--- config.mk ---
export PLATFORM = sky130hd
export DESIGN_NAME = i2c_config_sequencer
export DESIGN_NICKNAME = d
export VERILOG_FILES = /design/src/rtl/wm8731_pkg.sv /design/src/rtl/i2c_config_sequencer.sv
export SDC_FILE = /design/constraint.sdc
export NUM_CORES = 1
export LEC_CHECK = 0
export ABC_CLOCK_PERIOD_IN_PS = 4500
export CAP_MARGIN = 20
export CORE_UTILIZATION = 51
export CTS_CLUSTER_DIAMETER = 150
export DETAILED_ROUTE_END_ITERATION = 16
export HOLD_SLACK_MARGIN = 0.12
export PLACE_DENSITY_LB_ADDON = 0.1
export SLEW_MARGIN = 5
export SYNTH_ARGS = -nofsm -noshare
export SYNTH_HDL_FRONTEND = slang
export SYNTH_SLANG_ARGS = --single-unit
--- constraint.sdc ---
create_clock -name i_clk -period 4.5 [get_ports i_clk]
set_input_delay 0.9 -clock i_clk [delete_from_list [all_inputs] [get_ports i_clk]]
set_output_delay 0.9 -clock i_clk [all_outputs]
set_load 0.05 [all_outputs]
--- src/rtl/wm8731_pkg.sv ---
// Shared WM8731 codec definitions: device address, register word type,
// power-up register table and the configuration sequencer state encoding.
package wm8731_pkg;

   localparam logic [7:0] WM8731_DEV_ADDR = 8'h34;

   typedef logic [15:0] reg_word_t;

   // Entries beyond the active count are never issued with the default NUM_CMDS
   localparam reg_word_t WM8731_INIT_TABLE [16] = '{
      16'h1E00,   // reset
      16'h0815,   // analog audio path
      16'h0A00,   // digital audio path
      16'h0C00,   // power down control
      16'h0E42,   // I2S, master, 16-bit
      16'h1019,   // USB mode, 32 kHz
      16'h1201,   // interface active
      16'h0000, 16'h0000, 16'h0000, 16'h0000, 16'h0000,
      16'h0000, 16'h0000, 16'h0000, 16'h0000
   };

   typedef enum logic [2:0] {
      IDLE,
      ISSUE,
      WAIT,
      GAP,
      DONE,
      ERROR
   } seq_state_t;

endpackage

--- src/rtl/i2c_config_sequencer.sv ---
// Walks the WM8731 init table and hands each register word to the I2C frame
// engine as a 24-bit {address, word} frame, retrying NACKed frames.
module i2c_config_sequencer
   import wm8731_pkg::*;
#(
   parameter int unsigned NUM_CMDS   = 7,
   parameter logic [7:0]  DEV_ADDR   = WM8731_DEV_ADDR,
   parameter int unsigned MAX_RETRY  = 3,
   parameter int unsigned GAP_CYCLES = 4
)(
   input  logic        i_clk,
   input  logic        i_rst,
   input  logic        i_start,
   output logic        o_busy,
   output logic        o_finished,
   output logic        o_error,
   output logic [3:0]  o_index,
   output logic        o_cmd_valid,
   output logic [23:0] o_cmd_data,
   input  logic        i_cmd_ready,
   input  logic        i_done,
   input  logic        i_nack
);

   localparam int unsigned GAP_W = (GAP_CYCLES > 1) ? $clog2(GAP_CYCLES) : 1;
   localparam logic [3:0]       LAST_IDX  = 4'(NUM_CMDS - 1);
   localparam logic [2:0]       RETRY_LIM = 3'(MAX_RETRY);
   localparam logic [GAP_W-1:0] GAP_LAST  = GAP_W'(GAP_CYCLES - 1);

   seq_state_t       r_state,     w_state;
   logic [3:0]       r_index,     w_index;
   logic [2:0]       r_retry,     w_retry;
   logic [GAP_W-1:0] r_gap,       w_gap;
   logic             r_busy,      w_busy;
   logic             r_finished,  w_finished;
   logic             r_error,     w_error;
   logic             r_cmd_valid, w_cmd_valid;
   logic [23:0]      r_cmd_data,  w_cmd_data;
   logic             w_start_ok;

   always_ff @(posedge i_clk) begin
      if (i_rst) begin
         r_state     <= IDLE;
         r_index     <= '0;
         r_retry     <= '0;
         r_gap       <= '0;
         r_busy      <= 1'b0;
         r_finished  <= 1'b0;
         r_error     <= 1'b0;
         r_cmd_valid <= 1'b0;
         r_cmd_data  <= '0;
      end else begin
         r_state     <= w_state;
         r_index     <= w_index;
         r_retry     <= w_retry;
         r_gap       <= w_gap;
         r_busy      <= w_busy;
         r_finished  <= w_finished;
         r_error     <= w_error;
         r_cmd_valid <= w_cmd_valid;
         r_cmd_data  <= w_cmd_data;
      end
   end

   always_comb begin
      w_state     = r_state;
      w_index     = r_index;
      w_retry     = r_retry;
      w_gap       = r_gap;
      w_busy      = r_busy;
      w_finished  = 1'b0;
      w_error     = r_error;
      w_cmd_valid = r_cmd_valid;
      w_cmd_data  = r_cmd_data;

      w_start_ok = i_start && ((r_state == IDLE) || (r_state == DONE) || (r_state == ERROR));

      case (r_state)
         IDLE, ERROR: ;
         ISSUE: begin
            if (i_cmd_ready) begin
               w_state     = WAIT;
               w_cmd_valid = 1'b0;
            end
         end
         WAIT: begin
            // A ready that coincides with done is irrelevant here; only done is acted on
            if (i_done) begin
               if (!i_nack) begin
                  if (r_index == LAST_IDX) begin
                     w_state    = DONE;
                     w_finished = 1'b1;
                     w_busy     = 1'b0;
                  end else begin
                     w_index = r_index + 4'd1;
                     w_retry = '0;
                     w_gap   = '0;
                     w_state = GAP;
                  end
               end else if (r_retry < RETRY_LIM) begin
                  w_retry = r_retry + 3'd1;
                  w_gap   = '0;
                  w_state = GAP;
               end else begin
                  w_state = ERROR;
                  w_error = 1'b1;
                  w_busy  = 1'b0;
               end
            end
         end
         GAP: begin
            if (r_gap == GAP_LAST) begin
               w_state     = ISSUE;
               w_gap       = '0;
               w_cmd_valid = 1'b1;
               w_cmd_data  = {DEV_ADDR, WM8731_INIT_TABLE[r_index]};
            end else begin
               w_gap = r_gap + GAP_W'(1);
            end
         end
         DONE:    w_state = IDLE;
         default: w_state = IDLE;
      endcase

      // Start from any resting state restarts the table at entry 0
      if (w_start_ok) begin
         w_state     = ISSUE;
         w_index     = '0;
         w_retry     = '0;
         w_gap       = '0;
         w_busy      = 1'b1;
         w_error     = 1'b0;
         w_cmd_valid = 1'b1;
         w_cmd_data  = {DEV_ADDR, WM8731_INIT_TABLE[0]};
      end
   end

   assign o_busy      = r_busy;
   assign o_finished  = r_finished;
   assign o_error     = r_error;
   assign o_index     = r_index;
   assign o_cmd_valid = r_cmd_valid;
   assign o_cmd_data  = r_cmd_data;

endmodule
==> flow_summary.json, run 1 <==
{
  "ys_seq_area_frac": 0.367,
  "port_buffers": 26,
  "clk_pin_slew_ns": 0.14,
  "grt_max_degree": 19,
  "fp.coreArea_um2": 2540,
  "start_util": 0.557,
  "grt_pass1_wl_mm": 4.19,
  "grt_use_met1": 0.285,
  "multi_input_area_um2": 766,
  "fp.dieH_um": 54.7,
  "hold_buffers": 0,
  "cts_resized": 0,
  "min_period_ns": 2.70,
  "clk_latency_ns": 0.31,
  "drc": 0,
  "max-cap-violations": 0,
  "seqCellArea_um2": 520,
  "grt.met2_usage": 0.287,
  "yosys_warnings": 0,
  "worstMarginPinSlew_ns": 0.693,
  "worstPathArrival_ns": 1.80,
  "hp-class": "flop to flop",
  "cts_buffers": 3,
  "postRouteWirelength_mm": 2.58,
  "gr-max-usage-layer": "met2",
  "rsz0062_at_grt": "false",
  "drt-pass1-iter-count": 4,
  "vias": 1104,
  "ys_seq_elements": 26,
  "crit_type": "flop to primary output",
  "use_met3": 0.0250,
  "grt_pass1_vias": 918,
  "crit_slowest_cell": "clkdlybuf4s50_1",
  "antenna_found_initial": 0,
  "antennaDiodeCount": 0,
  "report.final.slew_viol_count": 0,
  "holdWs_ns": 0.460,
  "drive_gt1_frac": 0.0747,
  "status": "completed",
  "syn_area_per_cell_um2": 9.02,
  "die-area_um2": 2990,
  "synth_area_um2": 1420,
  "crit_path_max_incr_delay_ns": 0.89,
  "synthArstFlopShare": 0,
  "synth_cells": 157,
  "grt_usage": 0.192,
  "power_density_nw_per_um2": 281,
  "finalSetupViolations": 0,
  "tns_ns": 0,
  "hold_viol_final": 0,
  "cp_max_fo": 12,
  "gp_congestion": 0.790,
  "cp-end-kind": "primary output",
  "finalNetCount": 187,
  "clockBufferDepth": 2,
  "dr.first_iter.drc_count": 26,
  "period_share": 0.601,
  "synth-edff-count": 0,
  "h-tree-depth": 1,
  "max_freq_ghz": 0.370,
  "synth.distinct_cells": 40,
  "ir_worst_vdd_v": 0.000226,
  "syn2layout_area_growth_pct": 15.5,
  "fp.dieW_um": 54.7,
  "rows": 18,
  "path_cells": "clkdlybuf4s50_1",
  "cp_top_family": "buffers and inverters",
  "cts_tree": "yes",
  "wire_per_inst_um": 12.7,
  "fillCellCount": 219,
  "dp_hpwl_mm": 1.89,
  "cts_root_buf": "clkbuf_4",
  "critical_path_required_ns": 3.60,
  "antenna_left": 0,
  "worst-path-buf-inv": 1,
  "fin_worst_skew_ns": 0.00336,
  "cp-start-kind": "flop",
  "ys.flop_type": "dfxtp_1",
  "vias_per_cell": 5.41,
  "cts_sinks": 26,
  "post_cts_buffers": 0,
  "pin_count": 38,
  "leakage_nw": 0.600,
  "slew-limit-headroom": 0.538,
  "overflow": 0
}
## layout make-up
type / count / share of cell area
multi-input combinational: 114 / 0.468
inverter: 4 / 0.00918
tap: 30 / 0.0230
timing repair buffer: 26 / 0.159
sequential: 26 / 0.318
clock buffer: 4 / 0.0222
## synthesized netlist by cell type (3+ instances only)
master | count | area, um2
nand2_1 | 7 | 26.3
a21oi_1 | 18 | 90.1
inv_1 | 4 | 15.0
nor2_1 | 11 | 41.3
nand3b_1 | 3 | 22.5
xnor2_1 | 4 | 35.0
nand3_1 | 7 | 35.0
dfxtp_1 | 26 | 521
buf_2 | 5 | 25.0
mux2i_1 | 4 | 40.0
nor2b_1 | 4 | 25.0
a31oi_1 | 5 | 31.3
nor3_1 | 7 | 35.0
ha_1 | 6 | 75.1
buf_4 | 16 | 120
## sequential cells by signal, summed over array words and instances, names as in the netlist
signal       count
r_gap            2
r_retry          3
o_index          4
r_state          3
o_busy           1
o_finished       1
o_error          1
o_cmd_valid      1
o_cmd_data      10
## report_power, final
group          switching [mW]  internal (mW)
Sequential            0.00805          0.238
Clock                  0.0666         0.0494
Combinational          0.0693         0.0284
## final timing paths
check	startpoint	endpoint	slack, ns	cells after the start
hold / removal	o_cmd_data[3]	o_cmd_data[3]	0.46	2
hold reg to reg	o_cmd_data[3]	o_cmd_data[3]	0.46	2
setup reg to reg	r_state[0]	r_gap[0]	2.64	4
setup / recovery	o_index[2]	o_index[2]	1.80	1
## stage by stage
step	cell area [um2]	utilization	setup WS [ns]	cells	power [mW]
after floorplan	1450	-	2.57	167	0.336
after global placement	1600	0.628	1.88	200	0.348
after detailed placement	1600	0.628	1.81	200	0.349
after CTS	1640	0.643	1.78	204	0.464
after global routing	1640	0.643	1.68	204	0.481
final	1640	0.643	1.80	204	0.460
## layer usage
layer / wire (um) / vias to the layer above
met5: 0 / -
met4: 11 / 0
met1: 1260 / 504
li1: - / 563
met3: 122 / 2
met2: 1190 / 35
## cell families after synthesis
kind of cell / count (synthesis) / share of synthesized area
other: 1 / 0.00265
xor gates and xnor gates: 4 / 0.0247
muxes: 4 / 0.0283
buffers and inverters: 27 / 0.118
adders and majority gates: 6 / 0.0530
DFF: 26 / 0.367
and+or+nand+nor: 58 / 0.270
AOI/OAI and AO/OA: 31 / 0.135
## cells in the final DEF, fill, tap and decap left out, types with 3 or more instances in the layout
cell type	instances
a21oi_1	18
nand3_1	7
clkdlybuf4s50_1	26
nor2b_1	4
inv_1	4
xnor2_1	4
ha_1	6
nor2_1	11
mux2i_1	4
nor3_1	7
conb_1	11
clkbuf_4	3
nand2_1	7
a31oi_1	5
dfxtp_1	26
nand3b_1	3
(Power assumes the default switching activity.)
==> inputs of run 2 (changes only) <==
--- a/config.mk
+++ b/config.mk
@@ -5,9 +5,9 @@
 export SDC_FILE = /design/constraint.sdc
 export NUM_CORES = 1
 export LEC_CHECK = 0
-export ABC_CLOCK_PERIOD_IN_PS = 4500
+export ABC_CLOCK_PERIOD_IN_PS = 2690
 export CAP_MARGIN = 20
-export CORE_UTILIZATION = 51
+export CORE_UTILIZATION = 48
 export CTS_CLUSTER_DIAMETER = 150
 export DETAILED_ROUTE_END_ITERATION = 16
 export HOLD_SLACK_MARGIN = 0.12
==> constraint.sdc (replaced) <==
create_clock -name i_clk -period 2.69 [get_ports i_clk]
set_input_delay 0.538 -clock i_clk [delete_from_list [all_inputs] [get_ports i_clk]]
set_output_delay 0.538 -clock i_clk [all_outputs]
set_load 0.05 [all_outputs]
==> run 2 against run 1 <==
  * Clock power grew 72%
  * Total power is 70% higher
  * Setup slack got worse by 1.5 ns
  * Critical path type unchanged
==> flow_summary.json, run 2 (same netlist as run 1, synthesis figures left out) <==
{
  "grt_usage": 0.183,
  "grt.met2_usage": 0.310,
  "leakage_nw": 0.613,
  "clk_pin_slew_ns": 0.14,
  "worst-path-buf-inv": 1,
  "wire_per_inst_um": 13.1,
  "holdWs_ns": 0.465,
  "clk_latency_ns": 0.32,
  "drive_gt1_frac": 0.0904,
  "dp_hpwl_mm": 1.96,
  "crit_path_max_incr_delay_ns": 0.89,
  "cts_tree": "yes",
  "antenna_left": 0,
  "period_share": 0.872,
  "postRouteWirelength_mm": 2.72,
  "die-area_um2": 3170,
  "path_cells": "clkdlybuf4s50_1",
  "rows": 19,
  "fp.coreArea_um2": 2780,
  "post_cts_buffers": 0,
  "drc": 0,
  "report.final.slew_viol_count": 0,
  "min_delay_path_depth": 2,
  "grt_pass1_vias": 1043,
  "place_ws_ns": 0.682,
  "cp_top_family": "buffers and inverters",
  "antenna_found_initial": 0,
  "crit_type": "flop to primary output",
  "gp_congestion": 0.815,
  "max-cap-violations": 0,
  "grt_max_degree": 19,
  "grt_pass1_wl_mm": 4.66,
  "cp_max_fo": 13,
  "max_freq_ghz": 0.427,
  "cp.depth": 1,
  "start_util": 0.509,
  "power_density_nw_per_um2": 470,
  "syn2layout_area_growth_pct": 17.1,
  "clockBufferDepth": 2,
  "cp-end-kind": "primary output",
  "setup_ws_ns": 0.345,
  "drt-pass1-iter-count": 4,
  "worstPathArrival_ns": 1.81,
  "finalSetupViolations": 0,
  "critical_path_required_ns": 2.15,
  "hold_viol_final": 0,
  "worstMarginPinSlew_ns": 0.502,
  "hp-class": "flop to flop",
  "hold_buffers": 0,
  "dr.first_iter.drc_count": 31,
  "fp.dieW_um": 56.3,
  "largest_reg_flops": 10,
  "finalNetCount": 190,
  "h-tree-depth": 1,
  "pin_count": 38,
  "fp.dieH_um": 56.3,
  "fin_worst_skew_ns": 0.00298,
  "power_mw": 0.780,
  "vias": 1121,
  "vias_per_cell": 5.39,
  "ir_worst_vdd_v": 0.000377,
  "design_area_um2": 1660,
  "place_area_um2": 1620,
  "status": "completed",
  "rsz0062_at_grt": "false",
  "port_buffers": 26,
  "cts_root_buf": "clkbuf_4",
  "r2r_cells": 4,
  "slew-limit-headroom": 0.664,
  "cp-start-kind": "flop",
  "crit_slowest_cell": "clkdlybuf4s50_1",
  "antennaDiodeCount": 0,
  "final_cell_mix": "26 x clkdlybuf4s50_1, 26 x dfxtp_1, 18 x a21oi_1, 11 x nor2_1, 11 x conb_1",
  "use_met3": 0.0300,
  "cts_resized": 0,
  "min_period_ns": 2.34,
  "cts_sinks": 26,
  "grt_use_met1": 0.235,
  "gr-max-usage-layer": "met2",
  "tns_ns": 0,
  "overflow": 0,
  "cts_buffers": 3
}
[run 2: cell types whose count changed in the layout (fill, tap and decap cells not counted), sizes merged]
| cell | delta |
|---|---|
| buf | +3 |
[run 2: stage by stage]
step                      utilization  instances
final                           0.596        208
after floorplan                     -        167
after global routing            0.596        208
after detailed placement        0.583        204
after CTS                       0.596        208
after global placement          0.583        204
[run 2: worst paths after layout]
kind	from	endpoint	slack (ns)
min	o_cmd_data[3]	o_cmd_data[3]	0.46
max	o_index[3]	o_index[3]	0.35
min reg2reg	o_cmd_data[3]	o_cmd_data[3]	0.46
max reg2reg	r_gap[0]	o_cmd_data[10]	0.88
[run 2: area by class of cell]
cell class	count	area [um2]
sequential	26	520
tap	31	38.8
clock buffer	4	36.3
inverter	4	15.0
timing repair buffer	29	283
multi-input combinational	114	766
fill	262	1120
[run 2: power breakdown]
| part | switching, mW | internal, mW | total, mW |
|---|---|---|---|
| Combinational | 0.118 | 0.0504 | 0.168 |
| Sequential | 0.0141 | 0.399 | 0.413 |
| Clock | 0.116 | 0.0828 | 0.199 |
[run 2: routing by layer]
metal,part of all wire,vias up
met1,0.48,513
met2,0.45,39
met4,0.014,0
met5,0,-
met3,0.051,5
li1,-,564
